## config.mk

```make
export PLATFORM = sky130hd
export DESIGN_NAME = core_run_ctrl
export DESIGN_NICKNAME = d
export VERILOG_FILES = /design/src/rtl/run_ctrl_pkg.sv /design/src/rtl/core_run_ctrl.sv
export SDC_FILE = /design/constraint.sdc
export NUM_CORES = 1
export LEC_CHECK = 0
export CAP_MARGIN = 20
export CORE_ASPECT_RATIO = 0.75
export CORE_MARGIN = 1
export CORE_UTILIZATION = 39
export DETAILED_ROUTE_END_ITERATION = 16
export PLACE_DENSITY = 0.77
export SLEW_MARGIN = 20
export SYNTH_ARGS = -nofsm -noshare
export SYNTH_HDL_FRONTEND = slang
export SYNTH_SLANG_ARGS = --single-unit
```

## constraint.sdc

```tcl
create_clock -name i_clk -period 1.87 [get_ports i_clk]
set_input_delay 0.374 -clock i_clk [delete_from_list [all_inputs] [get_ports i_clk]]
set_output_delay 0.374 -clock i_clk [all_outputs]
set_load 0.05 [all_outputs]
```

## src/rtl/run_ctrl_pkg.sv

```systemverilog
// run_ctrl_pkg: state and halt-cause encodings shared by the run-control sequencer.
package run_ctrl_pkg;

    typedef enum logic [1:0] {
        ST_HALT = 2'd0,
        ST_RUN  = 2'd1,
        ST_STEP = 2'd2
    } state_t;

    typedef enum logic [2:0] {
        CAUSE_NONE      = 3'd0,
        CAUSE_HALT_REQ  = 3'd1,
        CAUSE_STEP_DONE = 3'd2,
        CAUSE_BP        = 3'd3,
        CAUSE_ILLEGAL   = 3'd4
    } cause_t;

endpackage

```

## src/rtl/core_run_ctrl.sv

```systemverilog
// core_run_ctrl: halt/run/single-step sequencer producing the core execute enable.
module core_run_ctrl
    import run_ctrl_pkg::*;
#(
    parameter bit RESET_RUN = 1'b0,
    parameter int STEP_W    = 16
) (
    input  logic              i_clk,
    input  logic              i_reset,
    input  logic              i_run_req,
    input  logic              i_halt_req,
    input  logic              i_step_req,
    input  logic [STEP_W-1:0] i_step_num,
    input  logic              i_bp_en,
    input  logic [31:0]       i_bp_addr,
    input  logic [31:0]       i_pc,
    input  logic              i_insn_vld,
    output logic              o_core_en,
    output logic              o_halted,
    output logic [2:0]        o_halt_cause,
    output logic [31:0]       o_retired,
    output logic [STEP_W-1:0] o_step_left
);

    localparam state_t RESET_STATE = RESET_RUN ? ST_RUN : ST_HALT;

    state_t            state, state_nx;
    cause_t            cause, cause_nx;
    logic [31:0]       retired;
    logic [STEP_W-1:0] step_left, step_nx;
    logic              bp_skip, skip_nx;
    logic              bp_hit, core_en;

    assign bp_hit  = i_bp_en && (i_pc == i_bp_addr) && !bp_skip;
    // Gated by reset so execution stops the instant reset asserts, even with RESET_RUN.
    assign core_en = i_reset && (state != ST_HALT) && i_insn_vld && !bp_hit;

    always_comb begin
        state_nx = state;
        cause_nx = cause;
        step_nx  = step_left;
        skip_nx  = bp_skip && !core_en;
        if (state == ST_HALT) begin
            if (i_step_req) begin
                state_nx = ST_STEP;
                step_nx  = (i_step_num == '0) ? STEP_W'(1) : i_step_num;
            end else if (i_run_req) begin
                state_nx = ST_RUN;
            end
            if (i_step_req || i_run_req) begin
                skip_nx  = 1'b1;
                cause_nx = CAUSE_NONE;
            end
        end else if (i_halt_req) begin
            state_nx = ST_HALT;
            cause_nx = CAUSE_HALT_REQ;
        end else if (!i_insn_vld) begin
            state_nx = ST_HALT;
            cause_nx = CAUSE_ILLEGAL;
        end else if (bp_hit) begin
            state_nx = ST_HALT;
            cause_nx = CAUSE_BP;
        end else if (state == ST_STEP) begin
            state_nx = (step_left == STEP_W'(1)) ? ST_HALT : ST_STEP;
            cause_nx = (step_left == STEP_W'(1)) ? CAUSE_STEP_DONE : cause;
            step_nx  = step_left - STEP_W'(1);
        end
    end

    always_ff @(posedge i_clk or negedge i_reset) begin
        if (!i_reset) begin
            state     <= RESET_STATE;
            cause     <= CAUSE_NONE;
            retired   <= '0;
            step_left <= '0;
            bp_skip   <= 1'b1;
        end else begin
            state     <= state_nx;
            cause     <= cause_nx;
            retired   <= core_en ? retired + 32'd1 : retired;
            step_left <= step_nx;
            bp_skip   <= skip_nx;
        end
    end

    assign o_core_en    = core_en;
    assign o_halted     = (state == ST_HALT);
    assign o_halt_cause = cause;
    assign o_retired    = retired;
    assign o_step_left  = step_left;

endmodule

```

# Yosys cells after proc, flatten, opt, wreduce, memory -nomap -nowiden
# Cells that the tools add are included.
dict set report classes {
  add_sub_neg 2
  eq_ne 10
  muxes 24
  reduce_logical 18
}
# op count
set op_table {}
lappend op_table {{$mux W16} 7}
lappend op_table {{$add A32 B1 Y32 const B} 1}
lappend op_table {{$eq A32 B32 Y1} 1}
lappend op_table {{$mux W3} 7}
lappend op_table {{$eq A16 B1 Y1 const B} 1}
lappend op_table {{$logic_not A16 Y1} 1}
lappend op_table {{$mux W2} 8}
lappend op_table {{$sub A16 B1 Y16 const B} 1}
lappend op_table {{$ne A5 B2 Y1 const B} 2}
lappend op_table {{$logic_and A1 B1 Y1} 6}
lappend op_table {{$reduce_bool A2 Y1} 3}
lappend op_table {{$reduce_and A5 Y1} 1}
lappend op_table {{$ne A2 B1 Y1 const B} 2}
lappend op_table {{$ne A2 B2 Y1 const B} 2}
lappend op_table {{$logic_not A1 Y1} 3}
lappend op_table {{$ne A3 B3 Y1 const B} 1}
lappend op_table {{$reduce_and A3 Y1} 1}
lappend op_table {{$eq A2 B2 Y1 const B} 1}
lappend op_table {{$logic_not A2 Y1} 1}
lappend op_table {{$mux W1} 2}
lappend op_table {{$reduce_and A2 Y1} 1}
lappend op_table {{$logic_or A1 B1 Y1} 1}
dict set report word_totals {
  wordCells 59
  in_bits 87
  output_inout_bits 53
  regBits 54
}

# Longest topological paths before layout
dict set report depth {
  word_depth 9
  depth_mapped 8
  mapped_depth_nobuf 7
}

# Worst setup path after synthesis
# Ideal clock, no wire load.
dict set report synth_path {
  path_type {flip-flop to flip-flop}
  start {register step_left[6] (netlist: o_step_left[6])}
  end {register step_left[14] (netlist: o_step_left[14])}
  n_path_buf 1
  setup_ns 0.127
  arrival_ns 2.137
  path_stages_with_launch 8
  required_time_ns 1.743
  slack_ns -0.394
  synth_period_minus_slack_ns 2.264
  cell_sequence {dfrtp_1 or4_4 buf_6 or3_4 nor2_4 a211oi_1 a211oi_2 mux2i_1}
}
dict set report synth_between {
  elab_chain_cells 6
}
# item line
set synth_rtl {}
lappend synth_rtl {{from (decl)} core_run_ctrl.sv:30} ;# logic [STEP_W-1:0] step_left, step_nx;
lappend synth_rtl {{from (signal assigned)} core_run_ctrl.sv:81} ;# step_left <= step_nx;
lappend synth_rtl {{$sub A16 B1 Y16} core_run_ctrl.sv:66} ;# step_nx = step_left - STEP_W'(1);
lappend synth_rtl {{$mux W16} core_run_ctrl.sv:63} ;# end else if (state == ST_STEP) begin
lappend synth_rtl {{$mux W16} core_run_ctrl.sv:60} ;# end else if (bp_hit) begin
lappend synth_rtl {{$mux W16} core_run_ctrl.sv:57} ;# end else if (!i_insn_vld) begin
lappend synth_rtl {{$mux W16} core_run_ctrl.sv:54} ;# end else if (i_halt_req) begin
lappend synth_rtl {{$mux W16} core_run_ctrl.sv:43} ;# if (state == ST_HALT) begin
# No other way between the ends. The select of a mux whose other input is x is not followed.
# A chain may end at the register's enable or synchronous reset.

# Worst setup path after layout
dict set report layout_path {
  start {register step_left[5] (netlist: o_step_left[5])}
  end {register step_left[11] (netlist: o_step_left[11])}
}
# The elaborated chain is that of the path after synthesis.

==> impl_metrics.json <==
{
  "status": "finished, violations left",
  "violations": "negative setup slack",
  "h-tree-depth": 2,
  "rsz0062_at_grt": "yes",
  "drive_above_1_share_pct": 40.51,
  "maxCapViolCount": 0,
  "r2r_end": "o_step_left[11]",
  "reg2reg_depth": 6,
  "dieArea_sq_um": 9121,
  "synth_top_area_cell": "dfrtp_1",
  "drt.antenna.violating_nets": 0,
  "port_buffers": 139,
  "synth.area.top_cells": "dfrtp_1, xnor2_1, nand3_1",
  "synth.most_common_cell": "xnor2_1",
  "synth_top_area_share_pct": 38.91,
  "grt_pass1_vias": 3677,
  "drt_iter0_markers": 126,
  "insertion_delay_ns": 0.28,
  "antenna_found_initial": 0,
  "async_flop_share_pct": 100.0,
  "place_area_sq_um": 5258,
  "die_y_um": 82.96,
  "ctsHoldBuffers": 0,
  "grt_max_degree": 55,
  "io-pin-count": 140,
  "dp_slack_ns": -0.5852,
  "relSlewSlack_pct": 53.32,
  "leakage_uw": 0.002554,
  "syn_area_sq_um": 3408,
  "cp.required_ns": 2.04,
  "finalCriticalPeriod_ns": 2.027,
  "synth_top_flop_cell": "dfrtp_1",
  "fillers": 658,
  "numCtsBuffers": 5,
  "hold_ws_ns": 0.3106,
  "slew_viol_final": 0,
  "r2r_start": "o_step_left[5]",
  "cts_root_buf": "clkbuf_16",
  "path_clk_slew_ns": 0.07,
  "hpwl_mm": 8.510,
  "p_total_uw": 5522,
  "fin_area_sq_um": 5710,
  "synth_cells": 380,
  "ys_ff_latch": 54,
  "cts_tree": "built",
  "hold_violations": 0,
  "start_kind": "flop",
  "grt_usage_pct": 24.25,
  "coreArea_sq_um": 8454,
  "finalWeightedCongestion": 0.9222,
  "route.met2.wl_mm": 5.422,
  "wl_per_cell_um": 16.01,
  "drt-vias-per-instance": 5.397,
  "worstPathMaxFanout": 5,
  "dieWidth_um": 109.9,
  "grt.overflow.total": 0,
  "worstMarginPinSlew_ns": 0.7003,
  "drtPass1Iterations": 5,
  "ys_types": 53,
  "synthTopCellsByCount": "xnor2_1, dfrtp_1, nand2_1, nand3_1, o21ai_0",
  "finalWirelength_mm": 11.17,
  "highest_layer": "met4",
  "fmax_mhz": 493.4,
  "num_vias": 3767,
  "num_antenna_cells": 0,
  "p_per_area_nw_per_um2": 966.9,
  "finalCritPeriodShare_pct": 108.4,
  "yosysSeqAreaShare_pct": 39.68,
  "ir_worst_vdd_v": 0.001122,
  "post-route-drc-count": 0,
  "layout_setup_ws_ns": -0.1566,
  "yosysWarnings": 0,
  "clk_path_buf_depth": 2,
  "synth_fp_nets": 470,
  "cts_sinks": 54,
  "wl_met3_um": 924,
  "finalSetupViolCount": 8,
  "criticalPathCategory": "flop to flop",
  "synth_edf_count": 0,
  "skew_ns": 0.006495,
  "hp-class": "primary input to async pin",
  "rows": 29,
  "area_growth_pct": 67.55,
  "syn_avg_cell_area_sq_um": 8.969,
  "finish.utilization_pct": 67.54,
  "start_util_pct": 40.31,
  "arrival_ns": 2.19,
  "cp-end-kind": "flop",
  "r2r_slack_ns": -0.16,
  "drt-met1-wl_mm": 4.710,
  "fin_nets": 679,
  "grt_pass1_wl_mm": 17.45
}
## cells in the final DEF, fill, tap and decap left out, types with 3 or more instances in the layout
| cell | count |
|---|---|
| xnor2_1 | 41 |
| nand2_1 | 29 |
| o21ai_0 | 21 |
| nor3_2 | 4 |
| nor2_1 | 20 |
| xor2_1 | 4 |
| clkdlybuf4s50_1 | 19 |
| nand2b_4 | 4 |
| clkbuf_2 | 18 |
| a21oi_1 | 9 |
| dlygate4sd2_1 | 21 |
| inv_1 | 7 |
| dfrtp_1 | 34 |
| mux2_4 | 3 |
| nor4_1 | 10 |
| clkdlybuf4s15_1 | 24 |
| and3_1 | 9 |
| clkbuf_16 | 5 |
| buf_4 | 125 |
| a22oi_1 | 5 |
| xnor2_2 | 14 |
| dfrtp_2 | 19 |
| nor3_1 | 10 |
| nand3_2 | 4 |
| nor3_4 | 3 |
| and4_1 | 3 |
| nand3_1 | 24 |
| buf_6 | 3 |
| ha_1 | 3 |
| nand4_1 | 22 |
| nand4b_1 | 4 |
| o21ai_1 | 10 |
## layout make-up
| cell class | count | area [sq um] | share of cell area (%) |
|---|---|---|---|
| sequential | 54 | 1376 | 24.10 |
| inverter | 8 | 30.03 | 0.5259 |
| clock inverter | 3 | 21.27 | 0.3725 |
| timing repair buffer | 217 | 1765 | 30.92 |
| clock buffer | 5 | 125.1 | 2.191 |
| multi-input combinational | 303 | 2257 | 39.53 |
| tap | 108 | 135.1 | 2.366 |
## metal layers
| metal | GRT usage [%] | up-vias |
|---|---|---|
| li1 | - | 1794 |
| met1 | 32.40 | 1789 |
| met2 | 40.80 | 174 |
| met3 | 3.846 | 10 |
| met4 | 5.697 | 0 |
| met5 | 0 | - |
## where the power goes
part | leakage [uW] | internal (uW) | total [uW] | switching (uW)
Clock | 0.0000698 | 496 | 905 | 409
Sequential | 0.000680 | 1410 | 1680 | 266
Combinational | 0.00180 | 1170 | 2940 | 1780
## per-stage QoR
step	setup TNS (ns)	std cells
after global placement	-19.81	672
after detailed placement	-23.62	672
after floorplan	-1.300	380
after global routing	-1.340	698
after CTS	-0.2841	695
final	-0.7201	698
## kinds of logic after synthesis
kind of cell             synth area share, %
AO/OA/AOI/OAI                          10.21
XOR/XNOR                               15.42
adder cells (fa/ha/maj)                1.101
buffers and inverters                  2.863
flip-flops                             39.68
multiplexers                           2.239
AND/OR/NAND/NOR                        28.49
## worst max-delay path, cell delays in order (launching register included)
cell and delay, ns:
dfrtp_2 0.40, or4_4 0.59, buf_4 0.17, buf_6 0.12
o311ai_2 0.25, nand2_1 0.11, mux2_4 0.27
## registers in the layout, indices dropped and copies added (netlist names)
signal        flops
state             2
bp_skip           1
o_step_left      16
o_retired        32
o_halt_cause      3
## timing repair
item,CTS,global route
cloned,0,0
endpoints found under the hold margin,0,0
gates resized for setup,118,74
endpoints found under the setup margin,51,45
pin swaps,46,42
buffers inserted,15,5
## worst max path at each step
| stage | cells past startpoint | end | from |
|---|---|---|---|
| after floorplan | 7 | o_step_left[14] | o_step_left[4] |
| after global placement | 8 | o_step_left[0] | i_bp_addr[22] |
| after detailed placement | 8 | o_step_left[0] | i_bp_addr[14] |
| after CTS | 6 | o_core_en | bp_skip |
| after global routing | 6 | o_step_left[15] | o_step_left[5] |
| final | 6 | o_step_left[11] | o_step_left[5] |
Power figures use the tool's default switching activity.
